**src/rtl/fp_sqrt_issue_pkg.sv**
```systemverilog
// Shared FPU definitions: rounding modes, fflags bit positions and rm resolution helpers.
package fp_sqrt_issue_pkg;

  localparam logic [2:0] RM_RNE = 3'b000;
  localparam logic [2:0] RM_RTZ = 3'b001;
  localparam logic [2:0] RM_RDN = 3'b010;
  localparam logic [2:0] RM_RUP = 3'b011;
  localparam logic [2:0] RM_RMM = 3'b100;
  localparam logic [2:0] RM_DYN = 3'b111;

  localparam int FF_NV = 4;
  localparam int FF_DZ = 3;
  localparam int FF_OF = 2;
  localparam int FF_UF = 1;
  localparam int FF_NX = 0;

  typedef enum logic [2:0] {
    S_IDLE  = 3'd0,
    S_START = 3'd1,
    S_WAIT  = 3'd2,
    S_RESP  = 3'd3,
    S_DRAIN = 3'd4
  } state_t;

  function automatic logic [2:0] resolve_rm(input logic [2:0] rm, input logic [2:0] frm);
    return (rm == RM_DYN) ? frm : rm;
  endfunction

  function automatic logic rm_legal(input logic [2:0] rm);
    return rm inside {RM_RNE, RM_RTZ, RM_RDN, RM_RUP, RM_RMM};
  endfunction

  // sqrt can never divide by zero, overflow or underflow
  function automatic logic [4:0] make_fflags(input logic nv, input logic nx);
    logic [4:0] f;
    f        = '0;
    f[FF_NV] = nv;
    f[FF_DZ] = 1'b0;
    f[FF_OF] = 1'b0;
    f[FF_UF] = 1'b0;
    f[FF_NX] = nx;
    return f;
  endfunction

endpackage

```
**src/rtl/fp_sqrt_issue.sv**
```systemverilog
// Issue/sequencing stage in front of the multi-cycle FSQRT unit.
// state | meaning
// IDLE  | waiting for a request while the sqrt unit is quiet
// START | one-cycle sq_start pulse, latency counter cleared
// WAIT  | sqrt unit running, counting cycles until sq_done
// RESP  | response held on rsp_* until writeback takes it
// DRAIN | flushed op still running in the unit; discard its result
module fp_sqrt_issue
  import fp_sqrt_issue_pkg::*;
#(
  parameter int FLEN  = 32,
  parameter int TAG_W = 5,
  parameter int CNT_W = 7
) (
  input  logic             clk,
  input  logic             reset_n,
  input  logic             req_valid,
  output logic             req_ready,
  input  logic [FLEN-1:0]  req_operand,
  input  logic [2:0]       req_rm,
  input  logic [TAG_W-1:0] req_tag,
  input  logic [2:0]       frm,
  input  logic             flush,
  output logic             sq_start,
  output logic [FLEN-1:0]  sq_operand,
  output logic [2:0]       sq_rm,
  input  logic             sq_busy,
  input  logic             sq_done,
  input  logic [FLEN-1:0]  sq_result,
  input  logic             sq_flag_nv,
  input  logic             sq_flag_nx,
  output logic             rsp_valid,
  input  logic             rsp_ready,
  output logic [FLEN-1:0]  rsp_result,
  output logic [TAG_W-1:0] rsp_tag,
  output logic [4:0]       rsp_fflags,
  output logic             rsp_illegal,
  output logic [CNT_W-1:0] rsp_cycles
);

  state_t             state;
  logic [FLEN-1:0]    operand_q;
  logic [2:0]         rm_q;
  logic [TAG_W-1:0]   tag_q;
  logic [CNT_W-1:0]   cnt;
  logic [CNT_W-1:0]   cnt_inc;
  logic [2:0]         rm_res;

  assign rm_res     = resolve_rm(req_rm, frm);
  assign cnt_inc    = (cnt == {CNT_W{1'b1}}) ? cnt : cnt + CNT_W'(1);
  assign req_ready  = (state == S_IDLE) && !sq_busy && !sq_done;
  assign sq_operand = operand_q;
  assign sq_rm      = rm_q;
  assign rsp_tag    = tag_q;

  always_ff @(posedge clk or negedge reset_n) begin
    if (!reset_n) begin
      state       <= S_IDLE;
      operand_q   <= '0;
      rm_q        <= '0;
      tag_q       <= '0;
      cnt         <= '0;
      sq_start    <= 1'b0;
      rsp_valid   <= 1'b0;
      rsp_result  <= '0;
      rsp_fflags  <= '0;
      rsp_illegal <= 1'b0;
      rsp_cycles  <= '0;
    end else begin
      sq_start <= 1'b0;
      case (state)
        S_IDLE: begin
          if (req_valid && req_ready && !flush) begin
            operand_q <= req_operand;
            tag_q     <= req_tag;
            rm_q      <= rm_res;
            if (rm_legal(rm_res)) begin
              sq_start    <= 1'b1;
              rsp_illegal <= 1'b0;
              state       <= S_START;
            end else begin
              rsp_valid   <= 1'b1;
              rsp_illegal <= 1'b1;
              rsp_result  <= '0;
              rsp_fflags  <= '0;
              rsp_cycles  <= '0;
              state       <= S_RESP;
            end
          end
        end
        S_START: begin
          cnt   <= '0;
          state <= flush ? S_DRAIN : S_WAIT;
        end
        S_WAIT: begin
          cnt <= cnt_inc;
          if (sq_done) begin
            if (flush) begin
              state <= S_IDLE;
            end else begin
              // count includes the done cycle itself
              rsp_result <= sq_result;
              rsp_fflags <= make_fflags(sq_flag_nv, sq_flag_nx);
              rsp_cycles <= cnt_inc;
              rsp_valid  <= 1'b1;
              state      <= S_RESP;
            end
          end else if (flush) begin
            state <= S_DRAIN;
          end
        end
        S_RESP: begin
          if (flush || rsp_ready) begin
            rsp_valid <= 1'b0;
            state     <= S_IDLE;
          end
        end
        S_DRAIN: begin
          if (sq_done) state <= S_IDLE;
        end
        default: state <= S_IDLE;
      endcase
    end
  end

endmodule

```
**config.mk**
```make
export PLATFORM = sky130hd
export DESIGN_NAME = fp_sqrt_issue
export DESIGN_NICKNAME = d
export VERILOG_FILES = /design/src/rtl/fp_sqrt_issue_pkg.sv /design/src/rtl/fp_sqrt_issue.sv
export SDC_FILE = /design/constraint.sdc
export NUM_CORES = 1
export LEC_CHECK = 0
export BUFFER_PORTS_ARGS = -buffer_cell sky130_fd_sc_hd__buf_2
export CAP_MARGIN = 5
export CORE_MARGIN = 8
export CORE_UTILIZATION = 45
export CTS_CLUSTER_SIZE = 14
export DETAILED_ROUTE_END_ITERATION = 10
export PLACE_DENSITY_LB_ADDON = 0.15
export RECOVER_POWER = 50
export SYNTH_ARGS = -nofsm -noshare
export SYNTH_HDL_FRONTEND = slang
export SYNTH_SLANG_ARGS = --single-unit
```
**constraint.sdc**
```tcl
create_clock -name clk -period 1.97 [get_ports clk]
set_input_delay 0 -clock clk [delete_from_list [all_inputs] [get_ports clk]]
set_output_delay 0 -clock clk [all_outputs]
set_load 0.05 [all_outputs]
```
==> results of run 1 <==
synth_stat cells, drive strengths merged (2+ instances only):
master,n
o2111ai,2
nand2,161
mux2,3
o21ai,57
inv,6
xnor2,2
a21oi,13
and4b,2
o211ai,39
nor2,5
nor3b,2
o22ai,3
dfrtp,94
nor3,5
buf,24
nor2b,6
a31oi,4
clkbuf,14
o31ai,3
nand3,3
registers in the layout, indices dropped and copies added (netlist names):
register     cells
sq_operand      32
cnt              7
rsp_valid        1
rsp_illegal      1
state            3
sq_rm            3
rsp_result      32
rsp_tag          5
rsp_fflags       2
rsp_cycles       7
sq_start         1
through the flow:
step	worst slack (ns)	hold WS, ns	total power, mW	instances	utilization [%]
floorplan	0.367	-0.296	3.63	468	-
global placement	0.327	-0.212	4.15	725	56.6
detailed placement	0.231	-0.212	4.18	725	56.6
CTS	0.156	0.00745	5.77	822	67.9
global route	0.0484	0.0839	5.98	823	67.2
finish	0.153	0.0387	5.70	823	67.2
per-layer routing:
| layer | vias to the layer above | global-route usage, % | part of all wire, % |
|---|---|---|---|
| li1 | 2068 | - | - |
| met4 | 2 | 7.55 | 1.2 |
| met1 | 2113 | 25.7 | 42 |
| met5 | - | 0 | 0.085 |
| met2 | 204 | 35.9 | 49 |
| met3 | 14 | 5.11 | 7.8 |
worst register-to-register path, cell delays in order, from the launching register on:
cell	delay [ns]
dfrtp_1	0.42
buf_4	0.21
nor2b_1	0.18
buf_4	0.15
o21ai_0	0.09
a21oi_1	0.15
dlygate4sd3_1	0.55
layout make-up:
| cell class | instances | area [µm²] |
|---|---|---|
| Sequential cell | 94 | 2350 |
| Fill cell | 746 | 3010 |
| Antenna cell | 1 | 2.50 |
| Timing Repair Buffer | 265 | 1740 |
| Clock inverter | 6 | 92.6 |
| Inverter | 6 | 22.5 |
| Tap cell | 111 | 139 |
| Clock buffer | 10 | 138 |
| Multi-Input combinational cell | 330 | 1700 |
cell families after synthesis:
kind of cell / count (synthesis)
xor gates and xnor gates: 3
DFF: 94
other: 1
muxes: 3
and+or+nand+nor: 193
AOI/OAI and AO/OA: 127
buffers and inverters: 44
adders and majority gates: 1
power groups by stage:
| stage | combinational (mW) | clock, mW | sequential [mW] |
|---|---|---|---|
| floorplan | 0.398 | 0 | 3.23 |
| global placement | 1.78 | 0 | 2.37 |
| detailed placement | 1.80 | 0 | 2.38 |
| CTS | 1.93 | 1.50 | 2.34 |
| global route | 2.02 | 1.57 | 2.38 |
| finish | 1.90 | 1.45 | 2.35 |
worst max path at each step:
| stage | end | depth (start not counted) | slack [ns] |
|---|---|---|---|
| floorplan | cnt[2] | 6 | 0.37 |
| global placement | cnt[2] | 5 | 0.33 |
| detailed placement | cnt[3] | 6 | 0.23 |
| CTS | state[0] | 6 | 0.16 |
| global route | state[0] | 6 | 0.05 |
| finish | state[0] | 6 | 0.15 |
==> impl_metrics.csv, run 1 <==
group,metric,value,unit
clocking,numCtsBuffers,9,
global_routing,grt_pass1_wl,21.9,mm
synth,yosys.area_share.adder,0.295,%
hold_path,holdCritStartpoint,"sq_done",
hold_path,hold_depth,4,
synth,yosysWarningCount,0,
synth,yosys.area.top_type,"dfrtp_1",
floorplan,core-area,0.00920,mm²
run_status,run_status,"finished, final reports clean",
synth,synthTopCellsByArea,"dfrtp_1, nand2_1, o211ai_1, o21ai_1, buf_2",
global_routing,grt_pass1_vias,4264,
synth,ys_seq_area_share,55.5,%
cells_and_area,fin_nets,791,
clocking,cts_buffer_depth,2,
worst_setup_path,critPathTopFamily,"buffers and inverters",
sta,fin_tns_setup,0,ns
cells_and_area,syn2layout_area_growth,46.0,%
synth,ys_ff_latch,94,
sta,finalCritPeriodShare,92.2,%
sta,clock_skew,0.0148,ns
worst_setup_path,crit_arrival,2.11,ns
clocking,cts-root-buf,"clkbuf_8",
power,power_frac_comb,33.3,%
hold_path,min_path_type,"in2reg",
sta,hold_viol,0,
floorplan,die_y,113,µm
synth,synth-simple-area-share,19.2,%
power,p_seq_share,41.3,%
drt,drc,0,
clocking,cts_resized,0,
sta,rsz0062_at_grt,"no",
global_routing,gr-total-overflow,0,
place,dpl.hpwl,8.93,mm
worst_setup_path,cp_cell_sequence,"buf_4 -> nor2b_1 -> buf_4 -> o21ai_0 -> a21oi_1 -> dlygate4sd3_1",
global_routing,antenna_found_initial,2,
synth,async_flop_share,100,%
worst_setup_path,r2r-end,"state[0]",
cells_and_area,mostFrequentLayoutCell,"nand2_1",
sta,maxSlewViolCount,0,
sta,final.min_clock_period,1.82,ns
worst_setup_path,r2r_cells,6,
power,netSwitchingFraction,39.7,%
clocking,cts_tree,"done",
floorplan,io_pins,172,
synth,synth_mux_area_share,0.886,%
cells_and_area,layout_common_cells,"nand2_1, buf_2, dfrtp_1",
synth,ys.flop_type,"dfrtp_1",
worst_setup_path,startpoint_type,"flip-flop",
synth,synth_edf_count,0,
drt,drt-vias-per-instance,5.35,
power,power.internal,3.44,mW
place,gp_congestion,0.897,
clocking,clk_pin_slew,0.10,ns
clocking,hold_buffers,81,
worst_setup_path,cp_num_buf_inv,3,
place,placed_area,0.00520,mm²
floorplan,initial_core_util,46.1,%
worst_setup_path,worstPathRequired,2.26,ns
global_routing,grt_max_degree,67,
job,drv_cap,0,
worst_setup_path,startpoint,"state[1]",
global_routing,gr-usage-all-layers,21.2,%
synth,synth_xor_area_share,0.620,%
place,port_buffers,168,
sta,tightest_slew,1.25,ns
drt,first_iter_violations,428,
synth,syn-cell-area,0.00424,mm²
worst_setup_path,crit_slowest_cell,"dlygate4sd3_1",
clocking,cts_sinks,94,
hold_path,hold_end,"state[2]",
clocking,clock_latency,0.36,ns
floorplan,rows,35,
cells_and_area,final_cell_area,0.00618,mm²
drt,wl,14.1,mm
power,p_sw,2.26,mW
clocking,htreeDepth,3,
worst_setup_path,worstSetupPathType,"reg2reg",
synth,synth-compound-area-share,18.6,%
synth,syn_inst,466,
drt,wire_per_inst,17.1,µm
worst_setup_path,r2r-start,"state[1]",
synth,postSynthAreaPerCell,9.09,µm²
sta,relSlewSlack,16.4,%
drt,num_vias,4401,
power,power_density,923,mW/mm²
power,pwr-share-clk,25.5,%
clocking,post_cts_buffers,0,
worst_setup_path,cp-end-kind,"flip-flop",
synth,synth_top_family_by_area,"simple AND/OR/NAND/NOR gates",
worst_setup_path,crit_fanout,11,
power,leakage,3.01,nW
floorplan,die_x,113,µm
cells_and_area,drive_gt1_share,23.1,%
floorplan,dieArea,0.0128,mm²
sta,finalSetupViolations,0,
drt,drtAntennaViolNets,0,
synth,synth.distinct_cells,45,
power,ir_drop,471,µV
worst_setup_path,reg2reg_setup_slack,0.15,ns
drt,drt_first_pass_iters,5,
synth,yosysTopAreaCellShare,55.5,%
worst_setup_path,critPathMaxStageDelay,0.55,ns
worst_setup_path,cp_common_cell,"buf_4",
sta,timing.fmax,550,MHz
Power figures use the tool's default switching activity.
==> run 2, diff against run 1 <==
--- a/config.mk
+++ b/config.mk
@@ -7,8 +7,10 @@
 export LEC_CHECK = 0
 export BUFFER_PORTS_ARGS = -buffer_cell sky130_fd_sc_hd__buf_2
 export CAP_MARGIN = 5
+export CELL_PAD_IN_SITES_DETAIL_PLACEMENT = 0
+export CELL_PAD_IN_SITES_GLOBAL_PLACEMENT = 1
 export CORE_MARGIN = 8
-export CORE_UTILIZATION = 45
+export CORE_UTILIZATION = 35
 export CTS_CLUSTER_SIZE = 14
 export DETAILED_ROUTE_END_ITERATION = 10
 export PLACE_DENSITY_LB_ADDON = 0.15
==> run 2 against run 1 <==
Compared with the run above: non-clock buffer count rose by 2; routed wire length shrank 0.82%; critical path depth stayed put; design area rose by 1.3%; sequential share of layout area shrank 0.47 points; via count is 4.3% lower; critical endpoint unchanged; largest cell class unchanged.
==> impl_metrics.csv, run 2 (same netlist as run 1, synthesis figures left out) <==
group,metric,value,unit
worst_setup_path,crit_arrival,2.08,ns
hold_path,hold_depth,4,
drt,first_iter_violations,339,
worst_setup_path,r2r-start,"state[1]",
global_routing,antenna_found_initial,0,
job,drv_cap,0,
place,dpl.hpwl,9.40,mm
global_routing,gr-usage-all-layers,17.4,%
clocking,clock_latency,0.33,ns
worst_setup_path,r2r_cells,6,
power,leakage,3.03,nW
cells_and_area,antennaDiodeCount,0,
global_routing,grt_busiest_layer,"met2",
floorplan,io_pins,172,
hold_path,hold_end,"state[2]",
drt,drc,0,
worst_setup_path,startpoint_type,"flip-flop",
global_routing,gr-total-overflow,0,
run_status,run_status,"finished, final reports clean",
worst_setup_path,cp-end-kind,"flip-flop",
sta,clock_skew,0.00821,ns
worst_setup_path,worstSetupPathType,"reg2reg",
sta,tightest_slew,1.09,ns
clocking,numCtsBuffers,9,
floorplan,dieArea,0.0159,mm²
sta,timing.fmax,554,MHz
worst_setup_path,worstPathRequired,2.24,ns
sta,fin_tns_setup,0,ns
cells_and_area,syn2layout_area_growth,47.9,%
power,power_density,929,mW/mm²
floorplan,initial_core_util,35.6,%
cells_and_area,fin_nets,793,
sta,finalCritPeriodShare,91.6,%
clocking,cts_buffer_depth,2,
floorplan,rows,40,
place,gp_congestion,0.814,
sta,final.min_clock_period,1.80,ns
floorplan,core-area,0.0119,mm²
worst_setup_path,r2r-end,"state[0]",
drt,drtAntennaViolNets,0,
drt,drt-vias-per-instance,4.91,
sta,hold_viol,0,
floorplan,die_y,126,µm
worst_setup_path,reg2reg_setup_slack,0.17,ns
drt,wire_per_inst,16.3,µm
worst_setup_path,crit_fanout,8,
cells_and_area,n_fill_cell,1179,
clocking,cts_sinks,94,
clocking,clk_pin_slew,0.06,ns
cells_and_area,layout_common_cells,"nand2_1, buf_2, dfrtp_1",
clocking,post_cts_buffers,0,
sta,maxSlewViolCount,0,
power,ir_drop,430,µV
sta,relSlewSlack,27.6,%
clocking,cts-root-buf,"clkbuf_16",
global_routing,grt_pass1_vias,4365,
sta,rsz0062_at_grt,"no",
drt,wl,14.0,mm
global_routing,grt_max_degree,85,
clocking,htreeDepth,3,
cells_and_area,drive_gt1_share,23.2,%
global_routing,grt_use_met3,4.56,%
hold_path,min_path_type,"in2reg",
sta,finalSetupViolations,0,
clocking,cts_tree,"done",
cells_and_area,mostFrequentLayoutCell,"nand2_1",
drt,num_vias,4212,
place,port_buffers,168,
global_routing,grt_pass1_wl,22.6,mm
hold_path,holdCritStartpoint,"sq_done",
global_routing,grt_use_met2,26.2,%
global_routing,met1_usage,23.4,%
drt,drt_first_pass_iters,5,
floorplan,die_x,126,µm
power,design_power_total,5.82,mW
==> run 2: power by group <==
group          total [mW]  switching, mW  internal (mW)
clock                1.60          0.693          0.904
sequential           2.35          0.158           2.20
combinational        1.87           1.38          0.488
==> run 2: layout make-up <==
type	count	area [µm²]	share of cell area, %
Tap cell	147	184	2.94
Clock buffer	12	256	4.09
Timing Repair Buffer	267	1740	27.8
Sequential cell	94	2350	37.6
Clock inverter	1	7.51	0.120
Inverter	6	22.5	0.359
Multi-Input combinational cell	330	1700	27.1
==> run 2: timing repair <==
action	in CTS	in global routing
hold buffers	80	0
endpoints found under the setup margin	0	1
hold endpoints to repair	144	0
resized for setup	0	1
==> run 2: how the worst max path moves through the flow <==
stage,startpoint,end,slack [ns],cells after the start
2_1_floorplan,cnt[0],cnt[2],0.37,6
3_3_place_gp,state[1],rsp_result[12],0.24,5
3_5_place_dp,state[1],rsp_result[14],0.15,5
4_1_cts,state[1],state[0],0.07,6
5_1_grt,state[1],state[0],0.05,6
6_report,state[1],state[0],0.17,6
==> run 2: per-layer routing <==
metal	routed length, µm	part of all wire [%]
met1	6570	47
met2	6250	45
met3	890	6.4
met4	280	2.0
met5	0	0
==> run 2: critical path, stage by stage, from the launching register on <==
cell and delay [ns]:
dfrtp_2 0.46, buf_4 0.18, nor2b_1 0.16, buf_4 0.16, o21ai_0 0.08, a21oi_1 0.14, dlygate4sd3_1 0.56
==> run 2: through the flow <==
stage | util [%] | std cells | area (µm²) | hold slack (ns) | worst slack (ns)
2_1_floorplan | - | 468 | 4240 | -0.296 | 0.367
3_3_place_gp | 44.2 | 764 | 5270 | -0.0573 | 0.240
3_5_place_dp | 44.2 | 764 | 5270 | -0.0488 | 0.148
4_1_cts | 53.2 | 857 | 6330 | 0.0726 | 0.0667
5_1_grt | 52.6 | 857 | 6260 | 0.112 | 0.0496
6_report | 52.6 | 857 | 6260 | 0.0872 | 0.165
==> run 3, diff against run 2 <==
--- a/config.mk
+++ b/config.mk
@@ -13,7 +13,7 @@
 export CORE_UTILIZATION = 35
 export CTS_CLUSTER_SIZE = 14
 export DETAILED_ROUTE_END_ITERATION = 10
-export PLACE_DENSITY_LB_ADDON = 0.15
+export PLACE_DENSITY_LB_ADDON = 0.05
 export RECOVER_POWER = 50
 export SYNTH_ARGS = -nofsm -noshare
 export SYNTH_HDL_FRONTEND = slang
==> run 3 against run 2 <==
Compared with the run above: register-to-register slack gained 0.02 ns; die area is the same; utilization grew 0.36 points; via count shrank 1.1%; cell count shrank 0.35%; worst hold slack gained 0.0071 ns; clock power grew 25%; highest routed layer unchanged.
==> impl_metrics.csv, run 3 (same netlist as run 1, synthesis figures left out) <==
group,metric,value,unit
run_status,run_status,"finished, final reports clean",
floorplan,core-area,0.0119,mm²
sta,clock_skew,0.00493,ns
power,leakage,3.05,nW
cells_and_area,fin_nets,787,
worst_setup_path,crit_fanout,29,
cells_and_area,final_core_util,53.0,%
floorplan,rows,40,
drt,wire_per_inst,16.0,µm
cells_and_area,syn2layout_area_growth,48.9,%
cells_and_area,n_fill_cell,1169,
sta,rsz0062_at_grt,"no",
clocking,numCtsBuffers,9,
cells_and_area,antennaDiodeCount,0,
power,p_sw,2.23,mW
power,pwr-share-clk,32.3,%
place,placed_area,0.00522,mm²
sta,tightest_slew,0.776,ns
sta,maxSlewViolCount,0,
cells_and_area,drive_gt1_share,22.5,%
place,gp_congestion,0.805,
clocking,cts_tree,"done",
global_routing,grt_pass1_wl,22.6,mm
global_routing,antenna_found_initial,0,
drt,drtAntennaViolNets,0,
floorplan,initial_core_util,35.6,%
place,dpl.hpwl,9.24,mm
place,port_buffers,168,
power,p_seq_share,38.1,%
clocking,post_cts_buffers,0,
global_routing,gr-total-overflow,0,
worst_setup_path,r2r-start,"state[0]",
sta,hold_viol,0,
clocking,cts_sinks,94,
power,power.internal,3.97,mW
power,power_density,983,mW/mm²
global_routing,grt_max_degree,86,
clocking,cts-root-buf,"clkbuf_16",
worst_setup_path,worstSetupPathType,"reg2reg",
sta,timing.fmax,559,MHz
clocking,htreeDepth,3,
sta,finalCritPeriodShare,90.8,%
drt,num_vias,4167,
clocking,clock_latency,0.33,ns
sta,relSlewSlack,48.3,%
sta,finalSetupViolations,0,
power,netSwitchingFraction,35.9,%
cells_and_area,layout_common_cells,"nand2_1, buf_2, dfrtp_1",
worst_setup_path,startpoint_type,"flip-flop",
worst_setup_path,crit_arrival,2.00,ns
worst_setup_path,cp-end-kind,"flip-flop",
hold_path,min_path_type,"in2reg",
floorplan,die_x,126,µm
drt,wl,13.7,mm
floorplan,io_pins,172,
global_routing,grt_pass1_vias,4255,
cells_and_area,final_cell_area,0.00631,mm²
hold_path,holdCritStartpoint,"sq_done",
sta,fin_tns_setup,0,ns
worst_setup_path,worstPathRequired,2.18,ns
drt,first_iter_violations,395,
clocking,clk_pin_slew,0.06,ns
floorplan,dieArea,0.0159,mm²
drt,drt_first_pass_iters,4,
sta,final.min_clock_period,1.79,ns
clocking,cts_buffer_depth,2,
drt,drc,0,
power,power_frac_comb,29.6,%
floorplan,die_y,126,µm
global_routing,gr-usage-all-layers,17.4,%
drt,drt-vias-per-instance,4.88,
job,drv_cap,0,
worst_setup_path,startpoint,"state[0]",
power,ir_drop,467,µV
cells_and_area,mostFrequentLayoutCell,"nand2_1",
## run 3: cell count changes in the layout (fill, tap and decap cells not counted)
| cell | change |
|---|---|
| buf_4 | -8 |
| buf_6 | +1 |
| bufinv_16 | +3 |
| clkbuf_1 | +2 |
| clkbuf_2 | -1 |
| clkbuf_4 | +1 |
| clkinvlp_4 | -1 |
| dfrtp_1 | +1 |
| dfrtp_2 | -1 |
## run 3: worst paths after layout
path,endpoint,slack (ns),depth (start not counted)
max in group asynchronous,state[1],0.51,3
setup reg to reg,rsp_result[3],0.18,5
hold / removal,state[2],0.09,4
min in group asynchronous,sq_operand[28],0.20,2
hold reg to reg,sq_operand[5],0.48,2
setup / recovery,rsp_result[3],0.18,5
## run 3: power by group through the flow
stage	clock network (mW)	registers (mW)	logic [mW]
3_5_place_dp	0	2.39	1.77
6_report	2.00	2.36	1.84
4_1_cts	2.06	2.36	1.90
3_3_place_gp	0	2.39	1.77
2_1_floorplan	0	3.23	0.398
5_1_grt	2.13	2.40	1.98
## run 3: repair_timing
action,in CTS,in global routing
hold buffers,80,0
hold endpoints to repair,169,0
resized for setup,0,1
setup endpoints to repair,0,29
## run 3: layout make-up
cell class	count	area, µm²	share of cell area, %
inverter	6	22.5	0.357
tap	147	184	2.92
clock buffer	13	260	4.13
multi-input combinational	330	1700	26.9
timing repair buffer	261	1700	26.9
clock inverter	3	90.1	1.43
sequential	94	2350	37.3
## run 3: metrics by stage
| stage | instances | power, mW | worst slack (ns) | hold slack, ns |
|---|---|---|---|---|
| after floorplan | 468 | 3.63 | 0.367 | -0.296 |
| after global placement | 758 | 4.16 | 0.0801 | -0.148 |
| after detailed placement | 758 | 4.17 | 0.0731 | -0.146 |
| after CTS | 854 | 6.32 | 0.0668 | 0.0415 |
| after global routing | 854 | 6.52 | 0.0376 | 0.121 |
| final | 854 | 6.20 | 0.181 | 0.0943 |
## run 3: per-layer routing
metal | GRT usage (%) | vias to the layer above | wire length [µm] | part of all wire (%)
met5 | 0 | - | 0 | 0
li1 | - | 2069 | - | -
met3 | 4.22 | 17 | 907 | 6.6
met4 | 6.72 | 0 | 250 | 1.8
met1 | 22.8 | 1931 | 6340 | 46
met2 | 27.0 | 150 | 6160 | 45
## run 3: critical path: stages (launching register included)
cell      delay [ns]
dfrtp_1         0.52
nor3_4          0.08
and4b_1         0.24
a21boi_4        0.41
buf_6           0.30
o21ai_1         0.11
